`config.mk`:
```
export PLATFORM = sky130hd
export DESIGN_NAME = instruction_fetch
export DESIGN_NICKNAME = d
export VERILOG_FILES = /design/src/rtl/instruction_fetch.sv
export SDC_FILE = /design/constraint.sdc
export NUM_CORES = 1
export LEC_CHECK = 0
export CAP_MARGIN = 0
export CORE_UTILIZATION = 49
export CTS_CLUSTER_SIZE = 24
export DETAILED_ROUTE_END_ITERATION = 12
export PLACE_DENSITY = 0.77
export SETUP_SLACK_MARGIN = 0.15
export SKIP_LAST_GASP = 1
export SYNTH_ARGS = -nofsm -noshare
export SYNTH_HDL_FRONTEND = slang
export SYNTH_SLANG_ARGS = --single-unit
export TNS_END_PERCENT = 50
```
`constraint.sdc`:
```
create_clock -name clk -period 2.1 [get_ports clk]
set_input_delay 0.21 -clock clk [delete_from_list [all_inputs] [get_ports clk]]
set_output_delay 0.21 -clock clk [all_outputs]
set_load 0.01 [all_outputs]
```
`src/rtl/instruction_fetch.sv`:
```
// rtl/instruction_fetch.sv - two-stage instruction fetch with branch, halt and stall handling
module instruction_fetch #(
    parameter int         PC_W      = 10,
    parameter logic [8:0] NOP_INSTR = 9'b110110000
) (
    input  logic            clk,
    input  logic            rst_n,
    input  logic            start,
    input  logic [PC_W-1:0] start_addr,
    input  logic            halt,
    input  logic            stall,
    input  logic            branch_taken,
    input  logic [PC_W-1:0] branch_target,
    output logic [PC_W-1:0] imem_addr,
    input  logic [8:0]      imem_data,
    output logic [8:0]      instruction_out,
    output logic            instr_valid,
    output logic [PC_W-1:0] pc_out,
    output logic            running,
    output logic            done,
    output logic [15:0]     cycle_count
);

    typedef enum logic [1:0] {IDLE, RUN, HALTED} state_t;

    state_t          state_q, state_d;
    logic [PC_W-1:0] pc_q, pc_d;
    logic            s1_v_q, s1_v_d;
    logic [PC_W-1:0] tag_q, tag_d;
    logic            hold_q, hold_d;
    logic [8:0]      s1_data_q, s1_data_d;
    logic [8:0]      instr_q, instr_d;
    logic            valid_q, valid_d;
    logic [PC_W-1:0] pc_out_q, pc_out_d;
    logic [15:0]     cycle_q, cycle_d;

    always_comb begin
        state_d   = state_q;
        pc_d      = pc_q;
        s1_v_d    = s1_v_q;
        tag_d     = tag_q;
        hold_d    = hold_q;
        s1_data_d = s1_data_q;
        instr_d   = instr_q;
        valid_d   = valid_q;
        pc_out_d  = pc_out_q;
        cycle_d   = cycle_q;
        case (state_q)
            IDLE, HALTED: begin
                if (start) begin
                    state_d = RUN;
                    pc_d    = start_addr;
                    s1_v_d  = 1'b0;
                    hold_d  = 1'b0;
                    cycle_d = 16'd0;
                end
            end
            RUN: begin
                cycle_d = (cycle_q == 16'hFFFF) ? cycle_q : cycle_q + 16'd1;
                if (branch_taken) begin
                    pc_d    = branch_target;
                    s1_v_d  = 1'b0;
                    hold_d  = 1'b0;
                    valid_d = 1'b0;
                    instr_d = NOP_INSTR;
                end else if (halt) begin
                    state_d = HALTED;
                    s1_v_d  = 1'b0;
                    hold_d  = 1'b0;
                    valid_d = 1'b0;
                    instr_d = NOP_INSTR;
                end else if (stall) begin
                    // The ROM keeps reading pc_q while stalled, so park the word
                    // that belongs to the stage-1 tag on the first stalled edge.
                    if (!hold_q) begin
                        hold_d    = 1'b1;
                        s1_data_d = imem_data;
                    end
                end else begin
                    pc_d     = pc_q + PC_W'(1);
                    s1_v_d   = 1'b1;
                    tag_d    = pc_q;
                    hold_d   = 1'b0;
                    valid_d  = s1_v_q;
                    pc_out_d = tag_q;
                    instr_d  = s1_v_q ? (hold_q ? s1_data_q : imem_data) : NOP_INSTR;
                end
            end
            default: state_d = IDLE;
        endcase
    end

    always_ff @(posedge clk) begin
        if (!rst_n) begin
            state_q   <= IDLE;
            pc_q      <= '0;
            s1_v_q    <= 1'b0;
            tag_q     <= '0;
            hold_q    <= 1'b0;
            s1_data_q <= NOP_INSTR;
            instr_q   <= NOP_INSTR;
            valid_q   <= 1'b0;
            pc_out_q  <= '0;
            cycle_q   <= 16'd0;
        end else begin
            state_q   <= state_d;
            pc_q      <= pc_d;
            s1_v_q    <= s1_v_d;
            tag_q     <= tag_d;
            hold_q    <= hold_d;
            s1_data_q <= s1_data_d;
            instr_q   <= instr_d;
            valid_q   <= valid_d;
            pc_out_q  <= pc_out_d;
            cycle_q   <= cycle_d;
        end
    end

    assign imem_addr       = pc_q;
    assign instruction_out = instr_q;
    assign instr_valid     = valid_q;
    assign pc_out          = pc_out_q;
    assign running         = (state_q == RUN);
    assign done            = (state_q == HALTED);
    assign cycle_count     = cycle_q;

endmodule

```
# Word level (Yosys, flattened, before mapping)
# Cells that the tools add are included.
dict set report totals {
  ff_bits 69
  inputBits 35
  out_inout_bits 48
  word_cells 66
}
dict set report op_classes {
  n_addsub 2
  eq_ne 11
  n_mux 29
  bitwise 3
  reduce_logical 11
}
# operator count
set ops {}
lappend ops {{2-to-1 mux 9 bit} 5}
lappend ops {{2-to-1 mux 10 bit} 4}
lappend ops {{2-to-1 mux 16 bit} 2}
lappend ops {{case mux 16 bit (2 select lines)} 1}
lappend ops {{case mux 10 bit (2 select lines)} 1}
lappend ops {{adder 16 x 1 -> 16 bit, second input constant} 1}
lappend ops {{== test 16 bit, second input constant} 1}
lappend ops {{AND reduction 4 bit} 3}
lappend ops {{adder 10 x 1 -> 10 bit, second input constant} 1}
lappend ops {{2-to-1 mux 1 bit} 10}
lappend ops {{AND reduction 3 bit} 3}
lappend ops {{inequality test 2 bit, second input constant} 4}
lappend ops {{2-to-1 mux 2 bit} 3}
lappend ops {{inequality test 3 bit, second input constant} 2}
lappend ops {{inequality test 4 bit, second input constant} 1}
lappend ops {{case mux 1 bit (2 select lines)} 2}
lappend ops {{case mux 2 bit (2 select lines)} 1}
lappend ops {{AND reduction 2 bit} 2}
lappend ops {{inequality test 3 x 2 -> 1 bit, second input constant} 1}
lappend ops {{NOT 1 bit} 3}
lappend ops {{== test 2 x 1 -> 1 bit, second input constant} 1}
lappend ops {{== test 2 bit, second input constant} 1}
lappend ops {{zero test 2 bit} 1}
lappend ops {{nonzero test 2 bit} 1}
lappend ops {{OR reduction 2 bit} 1}

# Logic depth before layout (Yosys ltp)
dict set report logic_depth {
  word_depth 5
  depth_mapped 7
  ltp_nobuf 6
}

# Worst setup path after synthesis
# Ideal clock, no wire load.
dict set report synth_path {
  path_kind {register to register}
  from {register cycle_q[0], in the netlist cycle_count[0]}
  to {register cycle_q[14], in the netlist cycle_count[14]}
  setup_ps 128
  arrival_time_ps 1717
  required_ps 1972
  setup_slack_ps 255
  stages_incl_launch_ff 7
  path_buffers 0
  period_less_slack_ps 1845
  path_cell_list {dfxtp_1 > ha_1 > nand2_1 > nor4_4 > nor4b_1 > xnor2_1 > nor2_1}
}
dict set report synth_via {
  elab_chain_len 3
  word_cells_on_any_way 6
  cone_classes {add/sub (1); eq/ne (2); mux (2); reduce/logical (1)}
}
# item line_no
set synth_lines {}
lappend synth_lines {{start, declared} 35} ;# logic [15:0] cycle_q, cycle_d;
lappend synth_lines {{start signal, assigned} 115} ;# cycle_q <= cycle_d;
lappend synth_lines {{adder 16 x 1 -> 16 bit or == test 16 bit (tied branches)} 59} ;# cycle_d = (cycle_q == 16'hFFFF) ? cycle_q : cycle_q + 16'd1;
lappend synth_lines {{2-to-1 mux 16 bit or inequality test 2 bit (tied branches)} -}
lappend synth_lines {{case mux 16 bit (2 select lines) or AND reduction 3 bit (tied branches)} -}
# Several ways; a longest one is shown, not always the timed one. The select of a mux whose other input is x is not followed.
# A chain may end at the register's enable or synchronous reset.

# Final worst setup path
dict set report layout_path {
  from {register state_q[1]}
  to {output port running}
}
dict set report layout_via {
  elab_chain_len 1
}
# item line_no
set layout_lines {}
lappend layout_lines {{start, declared} 26} ;# state_t state_q, state_d;
lappend layout_lines {{start signal, assigned} 106} ;# state_q <= state_d;
lappend layout_lines {{== test 2 x 1 -> 1 bit} 123} ;# assign running = (state_q == RUN);
lappend layout_lines {{end, declared} 19} ;# output logic running,
# Every way passes these cells.

==> results.py <==
metrics = {
    "run_status": {
        "outcome": "completed",
    },
    "routing": {
        "viasPerCell": 5.49,
        "dr.first_iter.drc_count": 208,
        "route.detailed.wl_per_inst_um": 15.1,
        "drt_wl_total_mm": 8.47,
        "dr.pass1.iters": 4,
        "vias": 3086,
        "drtAntennaViolNets": 0,
        "route.detailed.drc": 0,
    },
    "clock_tree": {
        "clock-sinks": 69,
        "cts_max_path_buffers": 2,
        "clock_tree_from_tritoncts": "yes",
        "clock-root-buffer": "sky130_fd_sc_hd__clkbuf_8",
        "cts_hold_repair.buffers": 0,
        "cts_buffers": 9,
        "clock_pin_slew_worst_setup_and_hold_paths_ns": 0.08,
        "clk-insertion-delay-late_ns": 0.34,
        "cts_htree_levels": 3,
    },
    "synthesis": {
        "synthDistinctLibCells": 56,
        "yosysWarningCount": 0,
        "synth.area.top_cells": "sky130_fd_sc_hd__dfxtp_1 43%, sky130_fd_sc_hd__nand2_1 9.4%, sky130_fd_sc_hd__a21boi_1 6.2%, sky130_fd_sc_hd__mux2i_1 3.1%, sky130_fd_sc_hd__o21ai_0 2.6%",
        "synth_top_area_share_pct": 42.6,
        "syn_inst": 385,
        "synth-edff-count": 0,
        "synth_most_common_cell": "sky130_fd_sc_hd__nand2_1",
        "ys_ff_latch": 69,
        "async_reset_ff_share_pct": 0,
        "synth.cells.most_frequent": "81 x sky130_fd_sc_hd__nand2_1, 69 x sky130_fd_sc_hd__dfxtp_1, 27 x sky130_fd_sc_hd__a21boi_1, 20 x sky130_fd_sc_hd__clkbuf_1, 20 x sky130_fd_sc_hd__nor2_1",
        "mapped_nets": 422,
        "yosysSeqAreaShare_pct": 42.6,
        "synth.cell_area_um2": 3240,
        "synth_largest_area_cell": "sky130_fd_sc_hd__dfxtp_1",
        "synth_top_flop_cell": "sky130_fd_sc_hd__dfxtp_1",
        "synth_area_per_cell_um2": 8.43,
    },
    "floorplan": {
        "placement_rows": 29,
        "height_of_the_chip_um": 83.4,
        "die_area_um2": 6950,
        "die_width_um": 83.4,
        "placeableCoreArea_um2": 6390,
        "io-pin-count": 83,
        "initial_utilization_pct": 50.8,
    },
    "sta": {
        "maxSlewViolCount": 0,
        "slew-limit-headroom_pct": 65.5,
        "timing.fmax_ghz": 0.529,
        "hold_ws_ns": 0.260,
        "share_of_the_clock_period_used_by_the_worst_path_pct": 90.1,
        "finalHoldViolCount": 0,
        "post-route-min-period_ns": 1.89,
        "timing_worst_slew_pin_value_ns": 0.517,
        "skew_ns": 0.00733,
        "final.setup.tns_ns": 0,
        "setup_violations": 0,
        "rsz0062_at_grt": "no",
    },
    "worst_setup_path": {
        "cell_with_the_largest_stage_delay_on_the_worst_path": "sky130_fd_sc_hd__clkdlybuf4s50_1",
        "cp_cell_sequence": "nand2b_2 -> inv_2 -> buf_4 -> clkdlybuf4s50_1",
        "crit_path_end": "running",
        "critical_path.n_buffers_inverters": 3,
        "rr_worst_depth": 7,
        "worstSetupStartpointType": "flip-flop",
        "critical_path_peak_fanout": 16,
        "r2r-end": "cycle_count[13]",
        "end_kind": "primary output",
        "worst-endpoint-arrival_ns": 1.68,
        "crit_type": "flip-flop to primary output",
        "crit_family": "buffers and inverters",
        "timing.rr.start": "cycle_count[0]",
        "cp_data_required_time_ns": 1.89,
        "cp_num_cells": 4,
        "timing.reg2reg.setup_slack_ns": 0.26,
        "setup.worst_path.start": "state_q[1]",
        "critical-path-max-stage-delay_ns": 0.56,
    },
    "layout": {
        "fin_nets": 517,
        "multi_input_area_um2": 1760,
        "final.fill_count": 502,
        "final_core_utilization_pct": 71.5,
        "final_layout_size_suffix_gt1_share_pct": 13.6,
        "regArea_um2": 1390,
        "area.growth.synth_to_final_pct": 40.8,
        "diodes": 0,
    },
    "grt": {
        "grt_pass1_vias": 2913,
        "antenna_found_initial": 0,
        "grt_first_pass_wirelength_mm": 14.0,
        "grt_overflow": 0,
        "global_route.usage.total_pct": 25.0,
        "grt_max_degree": 23,
    },
    "place": {
        "place.detailed.hpwl_mm": 5.91,
        "port-buffer-count": 82,
        "gpl.final_weighted_congestion": 0.841,
    },
    "job": {
        "timing.max_cap.violations": 0,
    },
    "pwr": {
        "cellLeakagePower_nw": 1.69,
        "cellPowerDensity_nw_per_um2": 724,
        "post_layout_power_w": 0.00331,
        "worst_ir_drop_vdd_mv": 0.470,
    },
    "hold_path": {
        "hold_class": "primary input to flip-flop",
    },
}
[worst min-delay path by stage]
stage             start        endpoint  slack (ns)  cells after the start
3_5_place_dp   tag_q[3]       pc_out[3]        0.44                      2
3_3_place_gp   tag_q[5]       pc_out[5]        0.44                      2
6_report          rst_n    s1_data_q[1]        0.26                      2
4_1_cts           rst_n    s1_data_q[1]        0.24                      2
2_1_floorplan     rst_n  cycle_count[9]        0.40                      2
5_1_grt           rst_n    s1_data_q[1]        0.25                      2
[final cells by class]
cell class	instances	share of cell area, %
flip-flops and latches	69	30.4
well taps	77	2.11
repair buffers	106	22.1
clock buffers	10	3.01
inverters	6	0.493
multi-input cells	288	38.5
clock inverters	6	3.45
[flip-flops by register name, indices dropped and copies added, names as in the netlist]
signal           cells
cycle_count         16
imem_addr           10
pc_out              10
tag_q               10
instruction_out      9
s1_data_q            9
state_q              2
hold_q               1
instr_valid          1
s1_v_q               1
[per-layer routing]
layer	share of wire, %	vias to the layer above	global-route usage (%)
met5	0	-	0
met4	1.3	0	8.31
met3	6.2	10	7.16
met2	47	86	40.2
met1	45	1449	32.1
li1	-	1541	-
[timing repair]
action | 4_1_cts | 5_1_grt
pin swaps | 0 | 1
setup endpoints to repair | 1 | 13
resized for setup | 1 | 8
buffers inserted | 0 | 1
hold endpoints to repair | 0 | 0
[power breakdown]
group | switching (W) | internal (W)
clock network | 0.000508 | 0.00106
logic | 0.000172 | 0.000190
registers | 0.0000394 | 0.00134
[per-stage QoR]
stage | worst slack, ns | area, µm² | std cells
floorplan | 0.255 | 3240 | 385
global placement | 0.185 | 4250 | 545
detailed placement | 0.144 | 4250 | 545
CTS | 0.167 | 4550 | 561
global route | 0.160 | 4570 | 562
finish | 0.208 | 4570 | 562
[cells by family (layout without fill, tap and decap cells)]
kind of cell,Yosys count,in the layout,synth area share [%]
simple gates,165,165,25.3
compound gates,100,100,21.2
flops,69,69,42.6
buf+inv,28,128,3.70
mux,14,14,4.47
xor+xnor,7,7,1.89
fa+ha+maj,2,2,0.771
[placed cells by master (no fill, tap or decap), types with 2 or more instances in the layout]
cell type                         instances
sky130_fd_sc_hd__a211oi_1                 6
sky130_fd_sc_hd__a21boi_1                27
sky130_fd_sc_hd__a21o_1                   2
sky130_fd_sc_hd__a21oi_1                 13
sky130_fd_sc_hd__a31oi_1                  2
sky130_fd_sc_hd__and2_1                   8
sky130_fd_sc_hd__and3_1                   4
sky130_fd_sc_hd__and3_2                   2
sky130_fd_sc_hd__buf_4                   23
sky130_fd_sc_hd__bufinv_16                5
sky130_fd_sc_hd__clkbuf_8                10
sky130_fd_sc_hd__clkdlybuf4s50_1         81
sky130_fd_sc_hd__dfxtp_1                 65
sky130_fd_sc_hd__dfxtp_2                  4
sky130_fd_sc_hd__inv_1                    5
sky130_fd_sc_hd__mux2_2                   4
sky130_fd_sc_hd__mux2i_1                 10
sky130_fd_sc_hd__nand2_1                 80
sky130_fd_sc_hd__nand2b_1                 4
sky130_fd_sc_hd__nand3_1                 13
sky130_fd_sc_hd__nand4_1                  3
sky130_fd_sc_hd__nor2_1                  20
sky130_fd_sc_hd__nor2b_1                  6
sky130_fd_sc_hd__nor3_1                   4
sky130_fd_sc_hd__nor3_2                   2
sky130_fd_sc_hd__nor3b_1                  2
sky130_fd_sc_hd__o211a_1                  5
sky130_fd_sc_hd__o211ai_1                 3
sky130_fd_sc_hd__o21ai_0                 17
sky130_fd_sc_hd__o21ai_1                  3
sky130_fd_sc_hd__o22ai_1                  5
sky130_fd_sc_hd__o2bb2ai_1                2
sky130_fd_sc_hd__o31ai_1                  3
sky130_fd_sc_hd__or3_1                    2
sky130_fd_sc_hd__or4_1                    3
sky130_fd_sc_hd__xnor2_1                  7
Note: power is estimated with default switching activity, not from simulation.
